[config.mk]
export PLATFORM = sky130hd
export DESIGN_NAME = secuenciador_bus_rtc
export DESIGN_NICKNAME = d
export VERILOG_FILES = /design/src/rtl/secuenciador_bus_rtc_pkg.sv /design/src/rtl/secuenciador_bus_rtc_generador_slot.sv /design/src/rtl/secuenciador_bus_rtc.sv
export SDC_FILE = /design/constraint.sdc
export NUM_CORES = 1
export LEC_CHECK = 0
export ABC_AREA = 1
export BUFFER_PORTS_ARGS = -buffer_cell sky130_fd_sc_hd__buf_2
export CORE_AREA = 2 2 55 57
export CTS_BUF_LIST = sky130_fd_sc_hd__clkbuf_16
export CTS_CLUSTER_SIZE = 24
export DETAILED_ROUTE_END_ITERATION = 8
export DIE_AREA = 0 0 57 59
export PLACE_DENSITY = 0.75
export SYNTH_ARGS = -nofsm -noshare
export SYNTH_HDL_FRONTEND = slang
export SYNTH_HIERARCHICAL = 1
export SYNTH_SLANG_ARGS = --single-unit
[constraint.sdc]
create_clock -name reloj -period 2.15 [get_ports reloj]
set_clock_uncertainty 0.15 [all_clocks]
set_input_delay 0.3225 -clock reloj [delete_from_list [all_inputs] [get_ports reloj]]
set_output_delay 0.3225 -clock reloj [all_outputs]
set_load 0.03 [all_outputs]
[src/rtl/secuenciador_bus_rtc_pkg.sv]
`default_nettype none
// ============================================================================
//  Module      : secuenciador_bus_rtc_pkg
//  Description : Shared definitions for the RTC multiplexed-bus sequencer.
//                Contains the command codes, the command port address, the
//                slot phase boundaries, the FSM encoding and a helper that
//                maps a command to the index of its last transfer.
//  Revision    : 1.0 - initial release
// ============================================================================
package secuenciador_bus_rtc_pkg;

    // Command codes written by the picoblaze to the command port
    localparam logic [7:0] C_CMD_IDLE = 8'h00;
    localparam logic [7:0] C_CMD_LECT = 8'h01;
    localparam logic [7:0] C_CMD_ESCR = 8'h02;
    localparam logic [7:0] C_CMD_INIT = 8'h03;

    // port_id that carries commands
    localparam logic [7:0] C_PUERTO   = 8'h10;

    // Phase boundaries inside the 32-cycle bus slot
    localparam logic [4:0] C_FASE_CS_A_INI   = 5'd2;
    localparam logic [4:0] C_FASE_WR_DIR_INI = 5'd4;
    localparam logic [4:0] C_FASE_WR_DIR_FIN = 5'd11;
    localparam logic [4:0] C_FASE_CS_A_FIN   = 5'd13;
    localparam logic [4:0] C_FASE_DIR_FIN    = 5'd15;
    localparam logic [4:0] C_FASE_CS_B_INI   = 5'd18;
    localparam logic [4:0] C_FASE_DATO_INI   = 5'd20;
    localparam logic [4:0] C_FASE_CAPTURA    = 5'd26;
    localparam logic [4:0] C_FASE_DATO_FIN   = 5'd27;
    localparam logic [4:0] C_FASE_CS_B_FIN   = 5'd29;
    localparam logic [4:0] C_FASE_ULTIMA     = 5'd31;

    // Sequencer FSM encoding
    typedef enum logic [1:0] {
        ST_REPOSO   = 2'd0,
        ST_SINC     = 2'd1,
        ST_TRANSFER = 2'd2,
        ST_FIN      = 2'd3
    } estado_t;

    // Index of the last transfer of the burst selected by a command.
    // Only meaningful for valid burst commands; anything else returns 0.
    function automatic logic [4:0] f_ultimo_indice(
        input logic [7:0] cmd,
        input int         n_lect,
        input int         n_escr,
        input int         n_init
    );
        logic [4:0] v_ultimo;
        v_ultimo = 5'd0;
        case (cmd)
            C_CMD_LECT: v_ultimo = 5'(n_lect - 1);
            C_CMD_ESCR: v_ultimo = 5'(n_escr - 1);
            C_CMD_INIT: v_ultimo = 5'(n_init - 1);
            C_CMD_IDLE: v_ultimo = 5'd0;
            default:    v_ultimo = 5'd0;
        endcase
        return v_ultimo;
    endfunction

endpackage
`default_nettype wire

[src/rtl/secuenciador_bus_rtc_generador_slot.sv]
`default_nettype none
// ============================================================================
//  Module      : generador_slot_rtc
//  Description : 32-cycle bus-slot phase counter and RTC strobe decoder.
//                Strobes are registered and decoded from the NEXT counter
//                value, so each strobe is aligned with the cont_32 value it
//                belongs to.
//  Ports       : reloj, resetM      - clock, synchronous active-high reset
//                run                - next cycle is a transfer cycle
//                clr                - force the counter to start at 0
//                es_lectura         - current burst is a read burst
//                cont_32            - slot phase 0..31
//                enable_cont_32     - high while cont_32 == 31 in a transfer
//                CS, RD, WR, AD     - RTC strobes, active-low
//                captura            - read-data sample pulse
//  Revision    : 1.0 - initial release
// ============================================================================
module generador_slot_rtc
    import secuenciador_bus_rtc_pkg::*;
(
    input  logic       reloj,
    input  logic       resetM,
    input  logic       run,
    input  logic       clr,
    input  logic       es_lectura,
    output logic [4:0] cont_32,
    output logic       enable_cont_32,
    output logic       CS,
    output logic       RD,
    output logic       WR,
    output logic       AD,
    output logic       captura
);

    logic [4:0] r_cont_q,   w_cont_d;
    logic       r_enable_q, w_enable_d;
    logic       r_cs_q,     w_cs_d;
    logic       r_rd_q,     w_rd_d;
    logic       r_wr_q,     w_wr_d;
    logic       r_ad_q,     w_ad_d;
    logic       r_cap_q,    w_cap_d;

    logic       w_ventana_cs;
    logic       w_ventana_wr_dir;
    logic       w_ventana_dato;

    always_comb begin
        // Counter runs only while transferring; 5-bit wrap gives 31 -> 0
        w_cont_d = 5'd0;
        if (run && !clr) begin
            w_cont_d = r_cont_q + 5'd1;
        end

        w_ventana_cs     = ((w_cont_d >= C_FASE_CS_A_INI) && (w_cont_d <= C_FASE_CS_A_FIN)) ||
                           ((w_cont_d >= C_FASE_CS_B_INI) && (w_cont_d <= C_FASE_CS_B_FIN));
        w_ventana_wr_dir = (w_cont_d >= C_FASE_WR_DIR_INI) && (w_cont_d <= C_FASE_WR_DIR_FIN);
        w_ventana_dato   = (w_cont_d >= C_FASE_DATO_INI) && (w_cont_d <= C_FASE_DATO_FIN);

        w_ad_d     = !(run && (w_cont_d <= C_FASE_DIR_FIN));
        w_cs_d     = !(run && w_ventana_cs);
        w_wr_d     = !(run && (w_ventana_wr_dir || (w_ventana_dato && !es_lectura)));
        w_rd_d     = !(run && w_ventana_dato && es_lectura);
        w_cap_d    = run && es_lectura && (w_cont_d == C_FASE_CAPTURA);
        w_enable_d = run && (w_cont_d == C_FASE_ULTIMA);
    end

    always_ff @(posedge reloj) begin
        if (resetM) begin
            r_cont_q   <= 5'd0;
            r_enable_q <= 1'b0;
            r_cs_q     <= 1'b1;
            r_rd_q     <= 1'b1;
            r_wr_q     <= 1'b1;
            r_ad_q     <= 1'b1;
            r_cap_q    <= 1'b0;
        end else begin
            r_cont_q   <= w_cont_d;
            r_enable_q <= w_enable_d;
            r_cs_q     <= w_cs_d;
            r_rd_q     <= w_rd_d;
            r_wr_q     <= w_wr_d;
            r_ad_q     <= w_ad_d;
            r_cap_q    <= w_cap_d;
        end
    end

    assign cont_32        = r_cont_q;
    assign enable_cont_32 = r_enable_q;
    assign CS             = r_cs_q;
    assign RD             = r_rd_q;
    assign WR             = r_wr_q;
    assign AD             = r_ad_q;
    assign captura        = r_cap_q;

endmodule
`default_nettype wire

[src/rtl/secuenciador_bus_rtc.sv]
`default_nettype none
// ============================================================================
//  Module      : secuenciador_bus_rtc
//  Description : Sequences the multiplexed address/data bus of the external
//                RTC. Accepts a burst command from the picoblaze, runs one
//                32-cycle slot per transfer and steers the DIR_DATO mux.
//  Ports       : reloj, resetM           - clock, synchronous active-high reset
//                en_01, port_id, out_port - picoblaze write strobe/address/data
//                cont_32, enable_cont_32 - slot phase and end-of-slot flag
//                cont17                  - transfer index within the burst
//                LE                      - read burst (mux releases DIR_DATO)
//                sync                    - command accepted, counters cleared
//                CS, RD, WR, AD          - RTC strobes, active-low
//                captura                 - read-data sample pulse
//                ocupado, fin            - burst in progress / burst complete
//  Revision    : 1.0 - initial release
// ============================================================================
module secuenciador_bus_rtc
    import secuenciador_bus_rtc_pkg::*;
#(
    parameter int         N_LECT = 9,
    parameter int         N_ESCR = 17,
    parameter int         N_INIT = 2,
    parameter logic [7:0] PUERTO = C_PUERTO
) (
    input  logic       reloj,
    input  logic       resetM,
    input  logic       en_01,
    input  logic [7:0] port_id,
    input  logic [7:0] out_port,
    output logic [4:0] cont_32,
    output logic       enable_cont_32,
    output logic [4:0] cont17,
    output logic       LE,
    output logic       sync,
    output logic       CS,
    output logic       RD,
    output logic       WR,
    output logic       AD,
    output logic       captura,
    output logic       ocupado,
    output logic       fin
);

    estado_t    r_estado_q, w_estado_d;
    logic       r_le_q,     w_le_d;
    logic [4:0] r_ultimo_q, w_ultimo_d;
    logic [4:0] r_cont17_q, w_cont17_d;

    logic       w_cmd_valido;
    logic       w_run;
    logic       w_clr;
    logic [4:0] w_cont_32;

    assign w_cmd_valido = en_01 && (port_id == PUERTO) &&
                          ((out_port == C_CMD_LECT) ||
                           (out_port == C_CMD_ESCR) ||
                           (out_port == C_CMD_INIT));

    always_comb begin
        w_estado_d = r_estado_q;
        w_le_d     = r_le_q;
        w_ultimo_d = r_ultimo_q;
        w_cont17_d = r_cont17_q;

        case (r_estado_q)
            ST_REPOSO: begin
                w_cont17_d = 5'd0;
                if (w_cmd_valido) begin
                    w_estado_d = ST_SINC;
                    w_le_d     = (out_port == C_CMD_LECT);
                    w_ultimo_d = f_ultimo_indice(out_port, N_LECT, N_ESCR, N_INIT);
                end
            end
            ST_SINC: begin
                w_cont17_d = 5'd0;
                w_estado_d = ST_TRANSFER;
            end
            ST_TRANSFER: begin
                if (w_cont_32 == C_FASE_ULTIMA) begin
                    if (r_cont17_q == r_ultimo_q) begin
                        w_estado_d = ST_FIN;
                    end else begin
                        w_cont17_d = r_cont17_q + 5'd1;
                    end
                end
            end
            ST_FIN: begin
                // cont17 keeps its final value during FIN and clears on exit
                w_cont17_d = 5'd0;
                w_estado_d = ST_REPOSO;
            end
            default: begin
                w_cont17_d = 5'd0;
                w_estado_d = ST_REPOSO;
            end
        endcase
    end

    always_ff @(posedge reloj) begin
        if (resetM) begin
            r_estado_q <= ST_REPOSO;
            r_le_q     <= 1'b0;
            r_ultimo_q <= 5'd0;
            r_cont17_q <= 5'd0;
        end else begin
            r_estado_q <= w_estado_d;
            r_le_q     <= w_le_d;
            r_ultimo_q <= w_ultimo_d;
            r_cont17_q <= w_cont17_d;
        end
    end

    // The slot generator registers its strobes, so it is told what the
    // NEXT cycle will be: run when the FSM is entering/staying in TRANSFER,
    // and clr on the SINC cycle so the first transfer cycle shows phase 0.
    assign w_run = (w_estado_d == ST_TRANSFER);
    assign w_clr = (r_estado_q == ST_SINC);

    generador_slot_rtc u_generador_slot (
        .reloj          (reloj),
        .resetM         (resetM),
        .run            (w_run),
        .clr            (w_clr),
        .es_lectura     (r_le_q),
        .cont_32        (w_cont_32),
        .enable_cont_32 (enable_cont_32),
        .CS             (CS),
        .RD             (RD),
        .WR             (WR),
        .AD             (AD),
        .captura        (captura)
    );

    assign cont_32 = w_cont_32;
    assign cont17  = r_cont17_q;
    assign LE      = r_le_q;
    assign sync    = (r_estado_q == ST_SINC);
    assign ocupado = (r_estado_q == ST_SINC) || (r_estado_q == ST_TRANSFER);
    assign fin     = (r_estado_q == ST_FIN);

endmodule
`default_nettype wire
==> summary.json <==
{
  "logic_synthesis": {
    "syn_area_per_cell_sq_um": 6.475,
    "synth.net_count": 232,
    "yosysUniqueCellTypes": 22,
    "leading_post_synthesis_cells_by_cell_area": "sky130_fd_sc_hd__dfxtp_1, sky130_fd_sc_hd__nand2_1, sky130_fd_sc_hd__inv_1",
    "synth.largest_area_cell": "sky130_fd_sc_hd__dfxtp_1",
    "syn-cell-area_sq_mm": 0.001334,
    "ffs_latches_synth": 22,
    "synth.yosys.seq_area_share_pct": 33.02,
    "yosys_warnings": 6,
    "synth_largest_type_area_fraction_pct": 33.02,
    "synth_cells": 206
  },
  "critical_path": {
    "timing.critical_path.fanout_max": 5,
    "critical_path.endpoint_type": "flip-flop",
    "path_class": "flip-flop to flip-flop",
    "critical_path_required_ns": 2.15,
    "regToRegSetupSlack_ns": 0.22,
    "arr_time_crit_path_ns": 1.93,
    "worstSetupStartpointType": "flip-flop"
  },
  "route": {
    "vias": 1326,
    "drtIter0Drc": 54,
    "postRouteWirelength_microns": 2773,
    "first_pass_iters": 4,
    "drt-wirelength-per-cell_microns": 9.764,
    "detail_route.drc_violations": 0,
    "route.antenna.remaining_nets": 0,
    "detail_route.vias_per_cell": 4.669
  },
  "global_route": {
    "grt_start_max_net_pins": 14,
    "number_of_antenna_violations_at_the_first_check_in_global_routing": 0,
    "grt_pass1_vias": 1213,
    "globalRouteTotalUtil_pct": 18.58,
    "global_route.overflow_total": 0,
    "grt_first_pass_wirelength_microns": 4933
  },
  "cts": {
    "cts_tree": "built",
    "worst_setup_hold_path_clk_slew_ns": 0.06,
    "cts_max_level": 1,
    "numClockSinks": 22,
    "clk_path_buf_depth": 2,
    "cts_resized": 0,
    "tritoncts.num_buffers": 3,
    "clock_latency_ns": 0.25,
    "postCtsHoldBufs": 0,
    "cts_root_buffer": "sky130_fd_sc_hd__clkbuf_16",
    "cts.repair_timing.setup_buffer_count": 0
  },
  "timing": {
    "setup_violation_total_in_the_final_timing_report": 0,
    "final_total_negative_setup_slack_ns": 0,
    "final_max_slew_viol_count": 0,
    "final_hold_vios": 0,
    "timing.max_slew.rel_slack_pct": 83.30,
    "min_period_ns": 1.934,
    "min_period_over_period_pct": 89.94,
    "fmax_mhz": 517.1,
    "tightestPinTransition_ns": 0.2506,
    "grt_setup_unrepaired": "no"
  },
  "placement": {
    "routability_cong": 0.8552,
    "dpl-instance-area_sq_mm": 0.001600,
    "dpl.cell_count": 280,
    "place_hpwl_microns": 2158,
    "placement.io_buffers": 38
  },
  "job": {
    "max-cap-violations": 0
  },
  "layout": {
    "antennaDiodeCount": 0,
    "mostFrequentLayoutCell": "sky130_fd_sc_hd__nand2_1",
    "stdcell_count": 284,
    "area_growth_syn_to_layout_pct": 26.64,
    "final_area_sq_mm": 0.001689,
    "final_core_utilization_pct": 62.33,
    "nets": 280,
    "most-common-layout-cells": "sky130_fd_sc_hd__nand2_1, sky130_fd_sc_hd__inv_1, sky130_fd_sc_hd__buf_2",
    "final_layout_size_suffix_gt1_share_pct": 28.85
  },
  "die": {
    "floorplan.die_area_sq_mm": 0.003363,
    "die_x_microns": 57,
    "die-height_microns": 59,
    "initial_core_util_pct": 49.22,
    "coreArea_sq_mm": 0.002710,
    "rows": 19,
    "num_io_pins": 39
  },
  "pwr": {
    "power_density_mw_per_mm2": 809.2,
    "peak_ir_drop_on_the_vdd_network_uv": 731.4,
    "power.switching_mw": 0.5192,
    "clkPwrFrac_pct": 28.8,
    "combinationalPowerShare_pct": 37.4,
    "share_seq_of_total_power_pct": 33.8,
    "internal_power_mw": 0.8477,
    "p_sw_share_pct": 37.99,
    "leakagePower_nw": 0.9048
  },
  "min_path": {
    "hp-class": "primary input to flip-flop"
  },
  "run_status": {
    "outcome": "finished clean"
  }
}
[through the flow]
step | setup WS [ns] | power [mW] | hold slack (ns)
after detailed placement | 0.1756 | 0.9698 | 0.3274
final | 0.2162 | 1.367 | 0.2526
after CTS | 0.2109 | 1.365 | 0.2518
after floorplan | 0.1170 | 0.8413 | 0.2416
after global placement | 0.1677 | 0.9688 | 0.3254
after global routing | 0.02764 | 1.454 | 0.2696
[synthesized netlist by cell type, drive strengths merged]
library cell  instances
o211ai                1
nor2                 37
o21ai                 3
nand3                21
a21oi                 7
inv                  42
nand4                 6
xor2                  2
dfxtp                22
nand2                51
ha                    7
nor3                  4
clkinv                2
o21bai                1
[sequential cells by signal (all words and copies together), names as in the netlist]
name	cells
u_generador_slot/CS	1
r_ultimo_q	3
cont17	5
u_generador_slot/WR	1
r_estado_q	2
u_generador_slot/AD	1
LE	1
u_generador_slot/RD	1
u_generador_slot/cont_32	5
u_generador_slot/enable_cont_32	1
u_generador_slot/captura	1
[kinds of logic (layout without fill, tap and decap cells)]
logic type	Yosys count	in the layout	synth area share [%]
AO/OA/AOI/OAI	12	12	4.878
XOR/XNOR	2	2	1.314
adder cells (fa/ha/maj)	7	7	6.566
buffers and inverters	44	91	12.76
flip-flops	22	22	33.02
AND/OR/NAND/NOR	119	119	41.46
[routing by layer]
layer  share of wire (%)  routed length [microns]  vias to the layer above  GRT usage [%]
li1                    -                        -                      724              -
met1                  48                     1322                      567          23.19
met5                   0                        0                        -              0
met3                 4.8                      134                        5          4.585
met2                  46                     1287                       30          32.18
met4                 1.0                       28                        0          4.983
[final cells by class]
cell class,count,area [sq um]
clock buffers,3,75.07
flip-flops and latches,22,445.4
well taps,31,38.79
clock inverters,1,3.754
inverters,44,170.2
repair buffers,43,227.7
fillers,268,1021
multi-input cells,140,728.2
[path summary, 6_finish.rpt]
kind	startpoint	endpoint	depth (start not counted)
max reg2reg	cont17[3]	u_generador_slot/WR	15
min reg2reg	r_ultimo_q[3]	r_ultimo_q[3]	2
min	resetM	r_estado_q[0]	2
max	cont17[3]	u_generador_slot/WR	15
[critical path, stage by stage (launching register included)]
cell,delay [ns]
sky130_fd_sc_hd__dfxtp_1,0.39
sky130_fd_sc_hd__inv_1,0.08
sky130_fd_sc_hd__nand2_1,0.06
sky130_fd_sc_hd__nand2_1,0.05
sky130_fd_sc_hd__nor2_2,0.13
sky130_fd_sc_hd__nand3_1,0.10
sky130_fd_sc_hd__nand2_1,0.09
sky130_fd_sc_hd__nand3_1,0.07
sky130_fd_sc_hd__nand2_1,0.07
sky130_fd_sc_hd__nor2_1,0.05
sky130_fd_sc_hd__nand2_2,0.15
sky130_fd_sc_hd__clkinv_4,0.09
sky130_fd_sc_hd__nand2_1,0.10
sky130_fd_sc_hd__nor2_2,0.06
sky130_fd_sc_hd__a21oi_1,0.13
sky130_fd_sc_hd__nand2_1,0.06
[power groups by stage]
stage	sequential (mW)	combinational (mW)	clock [mW]
6_report	0.462	0.511	0.394
3_5_place_dp	0.469	0.501	0
3_3_place_gp	0.469	0.500	0
4_1_cts	0.460	0.504	0.400
2_1_floorplan	0.503	0.338	0
5_1_grt	0.466	0.571	0.417
Power figures use the tool's default switching activity.
